`src/rtl/lock_sequencer.sv`:
```
// Digital lock main sequencer: compares keypad digits against a stored code and
// hands out the entry-timeout, unlock-hold and lockout timers.
module lock_sequencer #(
    parameter int unsigned          CODE_LEN  = 4,
    parameter logic [4*CODE_LEN-1:0] CODE     = 16'h1234,
    parameter int unsigned          MAX_FAILS = 3
) (
    input  logic       clkdiv,
    input  logic       reset,
    input  logic       key_valid,
    input  logic [3:0] key_digit,
    input  logic       t1in,
    input  logic       t2in,
    input  logic       t3in,
    output logic       t1en,
    output logic       t2en,
    output logic       t3en,
    output logic       t1out,
    output logic       t2out,
    output logic       t3out,
    output logic       unlocked,
    output logic       locked_out,
    output logic       fail_pulse,
    output logic [2:0] fail_count,
    output logic [2:0] digit_count
);

    localparam logic [2:0] LEN_D      = 3'(CODE_LEN);
    localparam logic [2:0] LAST_D     = 3'(CODE_LEN - 1);
    localparam logic [2:0] FAIL_LIMIT = 3'(MAX_FAILS);

    typedef enum logic [2:0] {
        S_IDLE    = 3'd0,
        S_ENTRY   = 3'd1,
        S_CHECK   = 3'd2,
        S_UNLOCK  = 3'd3,
        S_FAIL    = 3'd4,
        S_LOCKOUT = 3'd5
    } state_t;

    state_t     state;
    state_t     state_nx;
    logic       mismatch;
    logic       mismatch_nx;
    logic [2:0] digit_nx;
    logic [2:0] fails_nx;
    logic       restart_nx;
    logic [3:0] expected_digit;
    logic       key_miss;

    // Code digit for the current position; the first digit sits in the top nibble.
    always_comb begin
        expected_digit = 4'(CODE >> {LAST_D - digit_count, 2'b00});
        key_miss       = (key_digit != expected_digit);
    end

    always_ff @(posedge clkdiv or negedge reset) begin
        if (!reset) begin
            state <= S_IDLE;
        end else begin
            state <= state_nx;
        end
    end

    always_comb begin
        state_nx    = state;
        mismatch_nx = mismatch;
        digit_nx    = digit_count;
        fails_nx    = fail_count;
        restart_nx  = 1'b0;

        case (state)
            S_IDLE: begin
                if (key_valid) begin
                    digit_nx    = 3'd1;
                    mismatch_nx = key_miss;
                    state_nx    = (LEN_D == 3'd1) ? S_CHECK : S_ENTRY;
                end
            end
            S_ENTRY: begin
                // A key in the same cycle as the timeout wins over the timeout.
                if (key_valid) begin
                    digit_nx    = digit_count + 3'd1;
                    mismatch_nx = mismatch | key_miss;
                    restart_nx  = 1'b1;
                    if (digit_count + 3'd1 == LEN_D) begin
                        state_nx = S_CHECK;
                    end
                end else if (t1in) begin
                    state_nx = S_FAIL;
                end
            end
            S_CHECK: begin
                digit_nx = 3'd0;
                if (mismatch) begin
                    state_nx = S_FAIL;
                end else begin
                    state_nx = S_UNLOCK;
                    fails_nx = 3'd0;
                end
            end
            S_UNLOCK: begin
                if (t2in) begin
                    state_nx = S_IDLE;
                end
            end
            S_FAIL: begin
                state_nx = (fail_count >= FAIL_LIMIT) ? S_LOCKOUT : S_IDLE;
            end
            S_LOCKOUT: begin
                if (t3in) begin
                    fails_nx = 3'd0;
                    state_nx = S_IDLE;
                end
            end
            default: begin
                state_nx    = S_IDLE;
                digit_nx    = 3'd0;
                mismatch_nx = 1'b0;
            end
        endcase

        // Entering FAIL books the failure so the FAIL cycle already shows the new count.
        if (state_nx == S_FAIL) begin
            fails_nx    = (fail_count == 3'd7) ? 3'd7 : fail_count + 3'd1;
            digit_nx    = 3'd0;
            mismatch_nx = 1'b0;
        end
    end

    // Outputs are registered from the next state so they line up with the state register.
    always_ff @(posedge clkdiv or negedge reset) begin
        if (!reset) begin
            mismatch    <= 1'b0;
            digit_count <= 3'd0;
            fail_count  <= 3'd0;
            unlocked    <= 1'b0;
            locked_out  <= 1'b0;
            fail_pulse  <= 1'b0;
            t1en        <= 1'b0;
            t2en        <= 1'b0;
            t3en        <= 1'b0;
            t1out       <= 1'b1;
            t2out       <= 1'b1;
            t3out       <= 1'b1;
        end else begin
            mismatch    <= mismatch_nx;
            digit_count <= digit_nx;
            fail_count  <= fails_nx;
            unlocked    <= (state_nx == S_UNLOCK);
            locked_out  <= (state_nx == S_LOCKOUT);
            fail_pulse  <= (state_nx == S_FAIL);
            t1en        <= (state_nx == S_ENTRY);
            t2en        <= (state_nx == S_UNLOCK);
            t3en        <= (state_nx == S_LOCKOUT);
            t1out       <= (state_nx != S_ENTRY) || restart_nx;
            t2out       <= (state_nx != S_UNLOCK);
            t3out       <= (state_nx != S_LOCKOUT);
        end
    end

endmodule

```
`config.mk`:
```
export PLATFORM = sky130hd
export DESIGN_NAME = lock_sequencer
export DESIGN_NICKNAME = d
export VERILOG_FILES = /design/src/rtl/lock_sequencer.sv
export SDC_FILE = /design/constraint.sdc
export NUM_CORES = 1
export LEC_CHECK = 0
export CAP_MARGIN = 20
export CORE_AREA = 2 2 47 49
export CTS_CLUSTER_SIZE = 30
export DETAILED_ROUTE_END_ITERATION = 8
export DIE_AREA = 0 0 49 51
export GPL_TIMING_DRIVEN = 0
export PLACE_DENSITY = 0.86
export SLEW_MARGIN = 20
export SYNTH_ARGS = -nofsm -noshare
export SYNTH_HDL_FRONTEND = slang
export SYNTH_SLANG_ARGS = --single-unit
```
`constraint.sdc`:
```
create_clock -name clkdiv -period 4.4 [get_ports clkdiv]
set_clock_uncertainty 0.2 [all_clocks]
set_input_delay 0.88 -clock clkdiv [delete_from_list [all_inputs] [get_ports clkdiv]]
set_output_delay 0.88 -clock clkdiv [all_outputs]
set_load 0.03 [all_outputs]
```
==> impl_metrics.env <==
export IMPL_drtIter0Drc=26
export IMPL_period_share=0.5837
export IMPL_top_layer_used="met4"
export IMPL_cts_max_path_buffers=2
export IMPL_grt_usage=0.1942
export IMPL_min_path_cells=1
export IMPL_worstRegToRegCells=5
export IMPL_drive_gt1_frac=0.1440
export IMPL_grt_max_degree=18
export IMPL_synth_ff_type="dfrtp_1"
export IMPL_hold_slack_ps=361.0
export IMPL_status="completed"
export IMPL_crit_type="register to output pin"
export IMPL_synth_mux_area_fraction=0.02234
export IMPL_peakVddDrop_mv=0.4197
export IMPL_drc=0
export IMPL_finalWeightedCongestion=0.8088
export IMPL_grt_antenna_before_repair=0
export IMPL_ys_ff_latch=17
export IMPL_setup_tns_final_ps=0
export IMPL_cts_made_buffers=3
export IMPL_synthSimpleGateAreaFrac=0.2155
export IMPL_synth_distinct_cells=41
export IMPL_vias=816
export IMPL_holdBufCountCts=0
export IMPL_slowest_delay_ps=660
export IMPL_initial_core_util=0.4615
export IMPL_critPathTopFamily="buffers and inverters"
export IMPL_rows=17
export IMPL_drt_pass1_iter_count=4
export IMPL_portBuffers=24
export IMPL_syn2layout_area_growth_pct=31.80
export IMPL_grt_overflow_total=0
export IMPL_synth_xor_area_frac=0.01840
export IMPL_async_reset_ff_frac=1.000
export IMPL_power_total_mw=0.8516
export IMPL_wl_met1_um=845
export IMPL_cts_tree="built"
export IMPL_syn_inst=97
export IMPL_critPathMaxFanout=1
export IMPL_critPathBufInv=1
export IMPL_postSynthAreaPerCell_um2=9.816
export IMPL_clock_latency_ps=290
export IMPL_drv_cap=0
export IMPL_ios=25
export IMPL_r2r_start="fail_count[0]"
export IMPL_wl_per_cell_um=13.47
export IMPL_synth_compound_area_frac=0.1827
export IMPL_rrSetupSlack_ps=2480
export IMPL_synth_top_family_by_area="simple AND/OR/NAND/NOR gates"
export IMPL_clk_root_buffer_cell="clkbuf_4"
export IMPL_die_w_um=49
export IMPL_synth_area_um2=952.2
export IMPL_synth_nets=110
export IMPL_path_cells="clkdlybuf4s50_1"
export IMPL_arrival_ps=1490
export IMPL_ant_nets=0
export IMPL_path_clk_slew_ps=100
export IMPL_synth_adder_area_share=0.03942
export IMPL_cp_slowest_cell="clkdlybuf4s50_1"
export IMPL_yosys_warnings=0
export IMPL_fmax_ghz=0.3894
export IMPL_crit_cells=1
export IMPL_critPathLaunch="t1out"
export IMPL_finalHoldViolations=0
export IMPL_worst_slew_pin_slew_ps=721.4
export IMPL_wl_um=2061
export IMPL_postCtsSetupRepairBufs=0
export IMPL_cts_resized_gates=0
export IMPL_grt_setup_unrepaired="no"
export IMPL_fin_util=0.6082
export IMPL_cp_start_kind="register"
export IMPL_die_y_um=51
export IMPL_cts_sinks=17
export IMPL_routed_wl_met3_um=133
export IMPL_end_kind="output pin"
export IMPL_drv_slew=0
export IMPL_hold_path_class="register to register"
export IMPL_wl_met2_um=1037
export IMPL_leakagePower_nw=0.5417
export IMPL_hold_path_startpoint="fail_count[0]"
export IMPL_finalSetupViolCount=0
export IMPL_fin_crit_ps=2568
export IMPL_insertedDiodeCount=0
export IMPL_synth_seq_area_share=0.4507
export IMPL_h_tree_depth=1
export IMPL_maxSlewHeadroom=0.5175
export IMPL_synth_edf_count=0
export IMPL_die_area_um2=2499
export IMPL_viasPerCell=5.333
export IMPL_fin_nets=139
export IMPL_grt_pass1_wl_um=3594
export IMPL_p_per_area_nw_per_um2=678.6
export IMPL_grt_pass1_vias=818
export IMPL_critPathRequiredTime_ps=3320
export IMPL_dp_hpwl_um=1600
export IMPL_coreArea_um2=2063
==> routing by layer <==
layer	global-route usage	vias to the layer above
li1	-	402
met1	0.2064	378
met2	0.3425	31
met3	0.04386	5
met4	0.1381	0
met5	0	-
==> cell usage after synthesis (3+ instances only) <==
library cell  count  share of area
buf_4             3          0.024
inv_1             5          0.020
nand2_1           6          0.024
nor2b_1           6          0.039
a21oi_1           7          0.037
nor2_1           10          0.039
dfstp_2           3          0.083
dfrtp_1          14           0.37
ha_1              3          0.039
a31oi_1           3          0.020
==> final cells by class <==
type / count / area [um2]
buffer: 5 / 45.04
clock buffer: 3 / 22.52
clock inverter: 1 / 5.005
fill: 200 / 808.3
inverter: 6 / 22.52
multi-input combinational: 69 / 455.4
sequential: 17 / 429.2
tap: 28 / 35.03
timing repair buffer: 24 / 240.2
==> cell families after synthesis <==
| group | after synthesis |
|---|---|
| AOI/OAI and AO/OA | 25 |
| muxes | 2 |
| xor gates and xnor gates | 2 |
| adders and majority gates | 3 |
| DFF | 17 |
| buffers and inverters | 11 |
| and+or+nand+nor | 37 |
==> where the power goes <==
| group | internal, mW | total, mW | switching, mW |
|---|---|---|---|
| Clock | 0.0339 | 0.0838 | 0.0499 |
| Sequential | 0.218 | 0.277 | 0.0583 |
| Combinational | 0.222 | 0.491 | 0.269 |
| Total | 0.474 | 0.852 | 0.377 |
==> registers in the layout, summed over array words and instances, names as in the netlist <==
register / count
digit_count: 3
fail_count: 3
state: 3
fail_pulse: 1
locked_out: 1
mismatch: 1
t1en: 1
t1out: 1
t2out: 1
t3out: 1
unlocked: 1
==> per-stage QoR <==
stage                     instance area (um2)  setup slack [ps]  std cells
after floorplan                         952.2              2430         97
after global placement                   1227              1809        149
after detailed placement                 1227              1785        149
after CTS                                1255              1824        153
after global routing                     1255              1781        153
final                                    1255              1832        153
==> cells in the final DEF, fill, tap and decap left out, drive strengths merged, types with 2 or more instances in the layout <==
| cell | synthesis | final |
|---|---|---|
| clkbuf | 0 | 3 |
| nor3 | 2 | 2 |
| buf | 5 | 5 |
| a22oi | 2 | 2 |
| ha | 3 | 3 |
| a211o | 2 | 2 |
| nor2 | 10 | 10 |
| a21oi | 8 | 8 |
| dfstp | 3 | 3 |
| nand2b | 2 | 2 |
| nand2 | 7 | 7 |
| dfrtp | 14 | 14 |
| nand3 | 2 | 2 |
| clkdlybuf4s50 | 0 | 24 |
| o21ai | 3 | 3 |
| nor2b | 6 | 6 |
| inv | 6 | 6 |
| a31oi | 3 | 3 |
==> final timing paths <==
kind	endpoint
max	t1out
min	fail_count[0]
max reg2reg	state[0]
min reg2reg	fail_count[0]
max in group asynchronous	fail_count[1]
min in group asynchronous	state[1]
Power figures use the tool's default switching activity.
